===== src/rtl/wb_qspi_arb.sv =====
// Two-master Wishbone arbiter and region decoder in front of the QSPI memory adapter.
// Illegal accesses (unmapped, or dbus write to ROM) are answered locally with err.
module wb_qspi_arb #(
    parameter logic [7:0] ROM_TAG = 8'h00,
    parameter logic [7:0] RAM_TAG = 8'h01
) (
    input  logic        clk_i,
    input  logic        rst_i,
    input  logic        i_stb_i,
    input  logic [29:0] i_adr_i,
    output logic        i_ack_o,
    output logic        i_err_o,
    output logic [31:0] i_dat_o,
    input  logic        d_stb_i,
    input  logic        d_we_i,
    input  logic [3:0]  d_be_i,
    input  logic [29:0] d_adr_i,
    input  logic [31:0] d_dat_i,
    output logic        d_ack_o,
    output logic        d_err_o,
    output logic [31:0] d_dat_o,
    output logic        mem_sel_rom_ram_o,
    output logic        mem_stb_o,
    output logic        mem_we_o,
    output logic [3:0]  mem_be_o,
    output logic [21:0] mem_adr_o,
    output logic [31:0] mem_dat_o,
    input  logic        mem_ack_i,
    input  logic [31:0] mem_dat_i
);

    localparam int unsigned TAG_W = 8;
    localparam int unsigned MEM_AW = 22;
    localparam int unsigned DW = 32;
    localparam int unsigned BEW = 4;

    typedef enum logic [2:0] {
        S_IDLE,
        S_GNT_I,
        S_GNT_D,
        S_ERR_I,
        S_ERR_D
    } state_e;

    localparam logic LAST_I = 1'b0;
    localparam logic LAST_D = 1'b1;

    state_e state_q, state_d;
    logic   last_q, last_d;
    logic   sel_q, sel_d;

    logic [TAG_W-1:0] i_tag, d_tag;
    logic             i_is_rom, i_is_ram, i_legal;
    logic             d_is_rom, d_is_ram, d_legal;
    logic             d_wins;

    // Region decode of both requesters; writes to ROM are treated as illegal.
    always_comb begin
        i_tag    = i_adr_i[29:22];
        d_tag    = d_adr_i[29:22];
        i_is_rom = (i_tag == ROM_TAG);
        i_is_ram = (i_tag == RAM_TAG);
        d_is_rom = (d_tag == ROM_TAG);
        d_is_ram = (d_tag == RAM_TAG);
        i_legal  = i_is_rom | i_is_ram;
        d_legal  = d_is_ram | (d_is_rom & ~d_we_i);
        // On a tie the master that was not served last wins.
        d_wins   = d_stb_i & (~i_stb_i | (last_q == LAST_I));
    end

    always_ff @(posedge clk_i or posedge rst_i) begin
        if (rst_i) begin
            state_q <= S_IDLE;
            last_q  <= LAST_I;
            sel_q   <= 1'b0;
        end else begin
            state_q <= state_d;
            last_q  <= last_d;
            sel_q   <= sel_d;
        end
    end

    // Next-state: arbitration in IDLE, grants held until the adapter acks.
    always_comb begin
        state_d = state_q;
        last_d  = last_q;
        sel_d   = sel_q;
        case (state_q)
            S_IDLE: begin
                if (d_wins) begin
                    last_d = LAST_D;
                    if (d_legal) begin
                        state_d = S_GNT_D;
                        sel_d   = d_is_ram;
                    end else begin
                        state_d = S_ERR_D;
                    end
                end else if (i_stb_i) begin
                    last_d = LAST_I;
                    if (i_legal) begin
                        state_d = S_GNT_I;
                        sel_d   = i_is_ram;
                    end else begin
                        state_d = S_ERR_I;
                    end
                end
            end
            S_GNT_I, S_GNT_D: begin
                if (mem_ack_i) begin
                    state_d = S_IDLE;
                end
            end
            S_ERR_I, S_ERR_D: state_d = S_IDLE;
            default:          state_d = S_IDLE;
        endcase
    end

    // Adapter-side mux and master responses, all derived from the state register.
    always_comb begin
        mem_stb_o = 1'b0;
        mem_we_o  = 1'b0;
        mem_be_o  = d_be_i;
        mem_adr_o = d_adr_i[MEM_AW-1:0];
        mem_dat_o = d_dat_i;
        i_ack_o   = 1'b0;
        i_err_o   = 1'b0;
        d_ack_o   = 1'b0;
        d_err_o   = 1'b0;
        case (state_q)
            S_GNT_I: begin
                mem_stb_o = 1'b1;
                mem_be_o  = {BEW{1'b1}};
                mem_adr_o = i_adr_i[MEM_AW-1:0];
                mem_dat_o = DW'(0);
                i_ack_o   = mem_ack_i;
            end
            S_GNT_D: begin
                mem_stb_o = 1'b1;
                mem_we_o  = d_we_i;
                d_ack_o   = mem_ack_i;
            end
            S_ERR_I: i_err_o = 1'b1;
            S_ERR_D: d_err_o = 1'b1;
            default: ;
        endcase
    end

    assign mem_sel_rom_ram_o = sel_q;
    assign i_dat_o           = mem_dat_i;
    assign d_dat_o           = mem_dat_i;

endmodule


===== config.mk =====
export PLATFORM = sky130hd
export DESIGN_NAME = wb_qspi_arb
export DESIGN_NICKNAME = d
export VERILOG_FILES = /design/src/rtl/wb_qspi_arb.sv
export SDC_FILE = /design/constraint.sdc
export NUM_CORES = 1
export LEC_CHECK = 0
export CAP_MARGIN = 25
export CORE_AREA = 2 2 102 104
export CTS_BUF_LIST = sky130_fd_sc_hd__clkbuf_8
export DETAILED_ROUTE_END_ITERATION = 8
export DIE_AREA = 0 0 104 106
export PLACE_DENSITY_LB_ADDON = 0.08
export SLEW_MARGIN = 10
export SYNTH_ARGS = -nofsm -noshare
export SYNTH_HDL_FRONTEND = slang
export SYNTH_SLANG_ARGS = --single-unit

===== constraint.sdc =====
create_clock -name clk_i -period 2.4 [get_ports clk_i]
set_clock_uncertainty 0.15 [all_clocks]
set_input_delay 0.24 -clock clk_i [delete_from_list [all_inputs] [get_ports clk_i]]
set_output_delay 0.24 -clock clk_i [all_outputs]
set_load 0.02 [all_outputs]

After elaboration in Yosys (flattened, before gate mapping)
Cells that the tools add are included.

word-level totals
  flip-flop bits (word level) = 5
  input bits = 134

operators by class
  equality and inequality tests = 9
  muxes and demuxes = 21
  bitwise operators = 8
  reductions and logical operators = 9

operator list
  kind                                                                     number
  32-bit 2-to-1 mux                                                        1
  22-bit 2-to-1 mux                                                        1
  8-bit by 1-bit equality test with 1-bit output, second input constant    2
  8-bit zero test                                                          2
  1-bit 2-to-1 mux                                                         12
  3-bit 2-to-1 mux                                                         4
  3-bit by 2-bit equality test with 1-bit output, second input constant    2
  3-bit one-hot mux with 2 select lines                                    1
  4-bit 2-to-1 mux                                                         1
  2-bit AND reduction                                                      2
  4-bit AND reduction                                                      1
  2-bit nonzero test                                                       2
  3-bit by 1-bit equality test with 1-bit output, second input constant    1
  3-bit equality test, second input constant                               1
  3-bit zero test                                                          1
  3-bit inequality test, second input constant                             1
  1-bit NOT                                                                3
  1-bit bitwise OR                                                         3
  1-bit AND                                                                2
  2-bit 2-to-1 mux                                                         1
  2-bit by 1-bit inequality test with 1-bit output, second input constant  1
  2-bit inequality test, second input constant                             1
  2-bit OR reduction                                                       1

Depth between registers and ports, before layout
Gate-level depths: netlist (run 1).

  depth in word-level cells = 6
  depth in mapped cells = 5
  depth with buffers taken out = 4

Worst setup path before layout (run 1)
OpenSTA, ideal clock, no wires.

  kind = reg2out
  start = register state_q[1]
  end = output i_ack_o
  arrival time = 1,514 ps
  required time = 2,010 ps
  setup slack = 496 ps
  stages on the path, launching flop included = 6
  buffers on the path = 3
  path through = dfrtp_1 clkbuf_1 nor3b_2 buf_2 clkbuf_1 and2_1

between the ends
  cells in the longest elaborated chain, start to end = 2

RTL lines
  element                                         line  source
  from (decl)                                     48    state_e state_q, state_d;
  from (signal assigned)                          77    state_q <= state_d;
  3-bit by 1-bit equality test with 1-bit output  129   case (state_q)
  1-bit 2-to-1 mux                                129
  to (decl)                                       11    output logic i_ack_o,

No other way between the ends.

Worst setup path after layout (run 1)
  start = register state_q[1]
  end = output mem_adr_o[8]

between the ends
  cells in the longest elaborated chain, start to end = 2

RTL lines
  element                                         line  source
  3-bit by 1-bit equality test with 1-bit output  129
  22-bit 2-to-1 mux                               129
  to (decl)                                       26    output logic [21:0] mem_adr_o,

No other way between the ends.

==> summary.txt, run 1 <==
Worst setup path
  • Reg2Reg Depth: 5
  • Worst r2r src: state_q[2]
  • CP Capture Type: primary output
  • Reg2Reg Capture Point: mem_sel_rom_ram_o
  • Setup CP Type: flop to primary output
  • Crit path arrival time: 1940 ps
  • Crit-path max FO: 22
  • WP data required: 2010 ps
  • Critical Path Start Type: flop
  • Worst Setup SP: state_q[1]
  • Worst R2R Setup Slack: approximately 540 ps

GRT
  • Largest net degree at the start of global routing: 23
  • Vias in the first global route: 1447
  • Initial antenna violation count: 0
  • Tot GR Track Use: 9.492%
  • First-pass GRT wire length: 8.411 mm
  • Total grt overflow: 0

Synthesis
  • Top cells by count, synth: 64 x buf_4, 32 x nor2b_1, 22 x mux2_2
  • Mean post-synth cell area: 7.936 um2
  • Synth area leader: buf_4
  • Xor and xnor fraction of the mapped netlist area: 0.6416%
  • Mapped Area: 0.001365 mm2
  • Mapped Nets: approximately 300
  • Distinct cells, synth: 32
  • Post-synthesis sequential area ratio: 9.166%
  • #FFs+latches synth: 5
  • Yosys top cell area share: 35.20%
  • Post-Synth Adder-Cell Area: 0%
  • Synth Flop Type: dfrtp_1
  • Post-synthesis cell count: 172
  • Post-synthesis compound-gate area fraction: 6.416%
  • Synth area leaders: buf_4 35%, mux2_2 18%, nor2b_1 15%
  • Leading cell type by number of instances after synthesis: buf_4
  • Largest family of logic cells by synthesized area: buffers and inverters
  • Synth async-reset ratio: 100.0%
  • Simple-Gate Fraction of Synth Area: a little over a quarter
  • Multiplexer area fraction after synthesis: 18.97%
  • Ys Warns: 0
  • EDFF count, synth: 0

Routing
  • First-pass DRT Iterations: 4
  • Wirelength per Cell: about 14 um
  • Vias post-DR: 1477
  • Detail-routed via count per cell: 3.585
  • Initial DRC count: 42
  • # DRC: 0
  • Drt total wl: ~5.6 mm
  • Remaining antenna violation count: 0

STA
  • Slew margin rel.: 58.88%
  • Worst hold slack: 68.30 ps
  • Final worst slack: 67.12 ps
  • RSZ-0062 raised after global routing: true
  • Post-route setup TNS: 0 ps
  • Fin crit period: between 2000 and 2500 ps
  • Final setup viols: 0
  • Actual slew at the worst max-slew pin: 615.6 ps
  • Period Utilization, post-route: a little over nine tenths
  • Final count of hold timing violations: 0
  • Final Slew Violations: 0
  • Fmax: around 430 MHz

Clock tree
  • Root buffer cell: clkbuf_8
  • CTS tree: yes
  • Cts bufs inserted: 3
  • Total clock sinks: 5
  • Clock Latency Late Sink: 220 ps
  • Clk pin slew, worst setup/hold paths: ~40 ps
  • Post-CTS setup buffers: 0
  • Clock Path Buffers: 2
  • CTS H-tree depth: 1

Run status
  • Status: finished clean

Finish
  • Fin util: around 28%
  • Final net count: 411
  • Synth-to-Final Area Change: 104.1%
  • Ant diodes: 0
  • Share of cells above drive strength 1: 13.77%

Power and ir drop
  • Pleak: 1.087 nW
  • Power Dens Cells: 654.1 mW/mm2
  • Max VDD drop: 0.5575 mV

Floorplanning
  • Row cnt: 37
  • Die span in x: 104 um
  • DIE AREA: 0.01102 mm2
  • Core box area: around 0.01 mm2
  • IO Count: 263
  • Die extent in y: approximately 110 um
  • Starting Density: ~14%

Placement
  • PortBufs: 166
  • DP HPWL: 4.738 mm
  • Dpl ws: 119.6 ps
  • Placer Congestion: 0.6499

Min path
  • HP Class: primary input to async pin

Run
  • Max Cap Viol: 0
==> worst max path at each step <==
stage / end / cells after the start
6_report: mem_adr_o[8] / 4
5_1_grt: mem_adr_o[8] / 4
4_1_cts: mem_be_o[3] / 4
3_5_place_dp: mem_adr_o[8] / 4
3_3_place_gp: mem_adr_o[8] / 4
2_1_floorplan: i_ack_o / 5
==> per-stage QoR <==
stage,area [um2],cells,power (mW)
2_1_floorplan,1365,172,1.068
3_3_place_gp,2738,407,1.739
3_5_place_dp,2738,407,1.728
4_1_cts,2784,412,1.871
5_1_grt,2786,412,1.950
6_report,2786,412,1.823
==> power by group <==
group	total, mW	switching (mW)	internal (mW)
combinational	1.54	0.735	0.801
clock	0.154	0.0438	0.110
sequential	0.133	0.0211	0.112
==> metal layers <==
layer | up-vias | routed length [um] | track usage [%] | part of all wire [%]
met3 | 7 | 610 | 3.863 | 11
li1 | 710 | - | - | -
met2 | 101 | 3129 | 18.98 | 56
met5 | - | 0 | 0 | 0
met1 | 659 | 1821 | 9.161 | 33
met4 | 0 | 35 | 1.641 | 0.63
==> registers in the layout (all words and copies together), names as in the netlist <==
signal and cells:
last_q 1, state_q 3, mem_sel_rom_ram_o 1
==> repair_timing <==
action | in CTS | in global routing
resized for setup | 25 | 1
hold buffers | 0 | 0
pin swaps | 0 | 1
endpoints found under the setup margin | 22 | 2
cloned | 1 | 0
==> kinds of logic after synthesis <==
kind of cell | after synthesis
xor+xnor | 1
compound gates | 10
buf+inv | 74
simple gates | 59
flops | 5
mux | 23
==> final cells by class <==
class,count,area (um2)
fillers,1070,7213
clock inverters,1,3.754
flip-flops and latches,5,125.1
multi-input cells,93,723.2
repair buffers,172,1715
inverters,2,7.507
well taps,136,170.2
clock buffers,3,41.29
==> worst max-delay path, stage by stage, from the launching register on <==
cell           delay, ps
dfrtp_1              400
nor3b_4              290
bufbuf_16            350
mux2_2               330
dlygate4sd2_1        350
==> layout by cell type (no fill, tap or decap), types with 2 or more instances in the layout <==
| cell type | n |
|---|---|
| clkbuf_8 | 3 |
| or2_2 | 4 |
| inv_1 | 3 |
| buf_4 | 4 |
| nor3_1 | 3 |
| nor2_1 | 4 |
| nand2_1 | 3 |
| a21oi_1 | 3 |
| mux2_2 | 22 |
| nor3b_1 | 2 |
| clkdlybuf4s50_1 | 140 |
| dfrtp_1 | 5 |
| nand2b_1 | 2 |
| nor2b_1 | 32 |
| dlygate4sd2_1 | 25 |
Power figures use the tool's default switching activity.
==> inputs of run 2 (changes only) <==
Settings changed: CORE_AREA 2 2 102 104 to 2 2 103 105, DIE_AREA 0 0 104 106 to 0 0 105 107.
Clock period 2.4 ns to 2.91 ns, I/O delays scaled along.
==> run 2 against run 1 <==
  * Non-clock buffer count fell by 3
  * Sequential cell count unchanged
  * Routed wire length is 2.2% higher
  * Hold slack better by 57 ps
  * Cell count fell by 0.73%
  * Critical endpoint is now mem_adr_o[21]
  * Sequential power about the same
  * Count of clock-buffer cells in the layout unchanged
  * Setup slack better by 180 ps
  * First-iteration DRC count shrank 9.5%
  * Die area grew 1.9%
  * Largest cell class unchanged
==> summary.txt, run 2 (synthesized netlist as in run 1, its figures left out) <==
Routing
  • Remaining antenna violation count: 0
  • Detail-routed via count per cell: roughly 3.5
  • First-pass DRT Iterations: 3
  • # DRC: 0
  • Vias post-DR: 1436
  • Drt total wl: about 5.7 mm
  • Initial DRC count: 38
  • Wirelength per Cell: 13.98 um

Finish
  • Design area: ~0.0028 mm2
  • Most frequent cells in the layout: 166 x clkdlybuf4s50_1, 32 x nor2b_1, 22 x mux2_2
  • Fin util: about 27%
  • Synth-to-Final Area Change: 102.7%
  • Ant diodes: 0
  • Multi-input logic area: 723.2 um2
  • Register name with the most flops: state_q
  • # fillers: 1115
  • FF+latch area: 125.1 um2
  • Share of cells above drive strength 1: 12.82%
  • Final net count: 408
  • Max FFs per register: 3
  • Commonest non-fill, non-tap cell in the layout: clkdlybuf4s50_1

Clock tree
  • Cts hold-fix bufs: 0
  • Cts bufs inserted: 3
  • Total clock sinks: 5
  • Root buffer cell: clkbuf_8
  • Clock Latency Late Sink: roughly 220 ps
  • Post-CTS setup buffers: 0
  • Clk pin slew, worst setup/hold paths: about 40 ps
  • Clock Path Buffers: 2
  • Resized cells post-CTS: 0
  • CTS H-tree depth: 1
  • CTS tree: yes

GRT
  • Initial antenna violation count: 0
  • Total grt overflow: 0
  • Tot GR Track Use: 9.418%
  • Largest net degree at the start of global routing: 36
  • Vias in the first global route: approximately 1500
  • First-pass GRT wire length: 8.355 mm

Worst setup path
  • CP bufs+invs: 2
  • Reg2Reg Capture Point: mem_sel_rom_ram_o
  • Worst path max stage delay: 530 ps
  • Critical Path Start Type: flop
  • Setup CP Type: flop to primary output
  • Top Family by Delay on Critical Path: buffers and inverters
  • Worst r2r src: state_q[2]
  • WP data required: 2470 ps
  • Crit path arrival time: 2220 ps
  • Crit path max-delay cell type: clkdlybuf4s50_1
  • Reg2Reg Depth: 4
  • Worst path cell trace: nor3b_4 > buf_4 > mux2_2 > clkdlybuf4s50_1
  • Crit-path max FO: 24
  • Worst R2R Setup Slack: 1160 ps
  • CP Capture Type: primary output

Floorplanning
  • DIE AREA: 0.01124 mm2
  • Row cnt: 37
  • Core box area: 0.01009 mm2
  • Starting Density: between 10% and 20%
  • IO Count: about 260
  • Die extent in y: 107 um
  • Die span in x: 105 um

STA
  • Final Slew Violations: 0
  • Worst hold slack: around 130 ps
  • Actual slew at the worst max-slew pin: 432.6 ps
  • Fin crit period: roughly 2700 ps
  • Period Utilization, post-route: 91.40%
  • Final count of hold timing violations: 0
  • RSZ-0062 raised after global routing: false
  • Post-route setup TNS: 0 ps
  • Final setup viols: 0
  • Slew margin rel.: between 70% and 80%
  • Fmax: 376.0 MHz

Placement
  • Placed Area: 0.002723 mm2
  • DP HPWL: 4.949 mm
  • PortBufs: 166
  • Placer Congestion: 0.7161

Run
  • Max Cap Viol: 0

Run status
  • Status: finished clean

Min path
  • HP Class: primary input to async pin

Power and ir drop
  • Power Dens Cells: 543.6 mW/mm2
  • Max VDD drop: 0.2648 mV
  • Pleak: 1.020 nW
-- run 2: area by class of cell --
type	instances	area share, %
Multi-Input combinational cell	93	26.13
Sequential cell	5	4.521
Timing Repair Buffer	169	61.30
Clock inverter	1	0.1356
Tap cell	136	6.148
Clock buffer	3	1.492
Inverter	2	0.2712
-- run 2: how the worst max path moves through the flow --
stage | slack [ps] | from | endpoint | cells after the start
6_report | 250 | state_q[0] | mem_adr_o[21] | 4
5_1_grt | 100 | state_q[0] | mem_adr_o[21] | 4
4_1_cts | 230 | state_q[0] | mem_adr_o[16] | 4
3_5_place_dp | 470 | state_q[0] | mem_adr_o[18] | 4
3_3_place_gp | 490 | state_q[0] | mem_adr_o[19] | 4
2_1_floorplan | 960 | state_q[1] | i_ack_o | 5
-- run 2: where the power goes --
group / leakage [nW] / internal, mW / switching, mW
clock: 0.0269 / 0.0905 / 0.0345
sequential: 0.0644 / 0.0924 / 0.0415
combinational: 0.928 / 0.665 / 0.581
-- run 2: worst register-to-register path, cell delays in order (launching register included) --
cell and delay [ps]:
dfrtp_1 460, nor3_1 370, o21a_1 220, nand4_1 100, mux2_1 320
-- run 2: per-stage QoR --
step	setup slack (ps)	cells	total power [mW]
final	250.3	409	1.505
after global routing	98.64	409	1.614
after CTS	232.5	409	1.541
after detailed placement	471.3	405	1.407
after global placement	491.4	405	1.414
after floorplan	955.5	172	0.8807
-- run 2: routing by layer --
layer,up-vias,part of all wire [%],global-route usage [%]
met5,-,0,0
met4,0,0.37,1.619
met3,4,12,3.708
met2,103,53,18.37
met1,628,35,9.513
li1,701,-,-
==> inputs of run 3 (changes only) <==
Settings changed: SLEW_MARGIN 10 to 20.
==> results of run 3 <==
The final DEF is identical to that of run 2; final timing and power are the same.
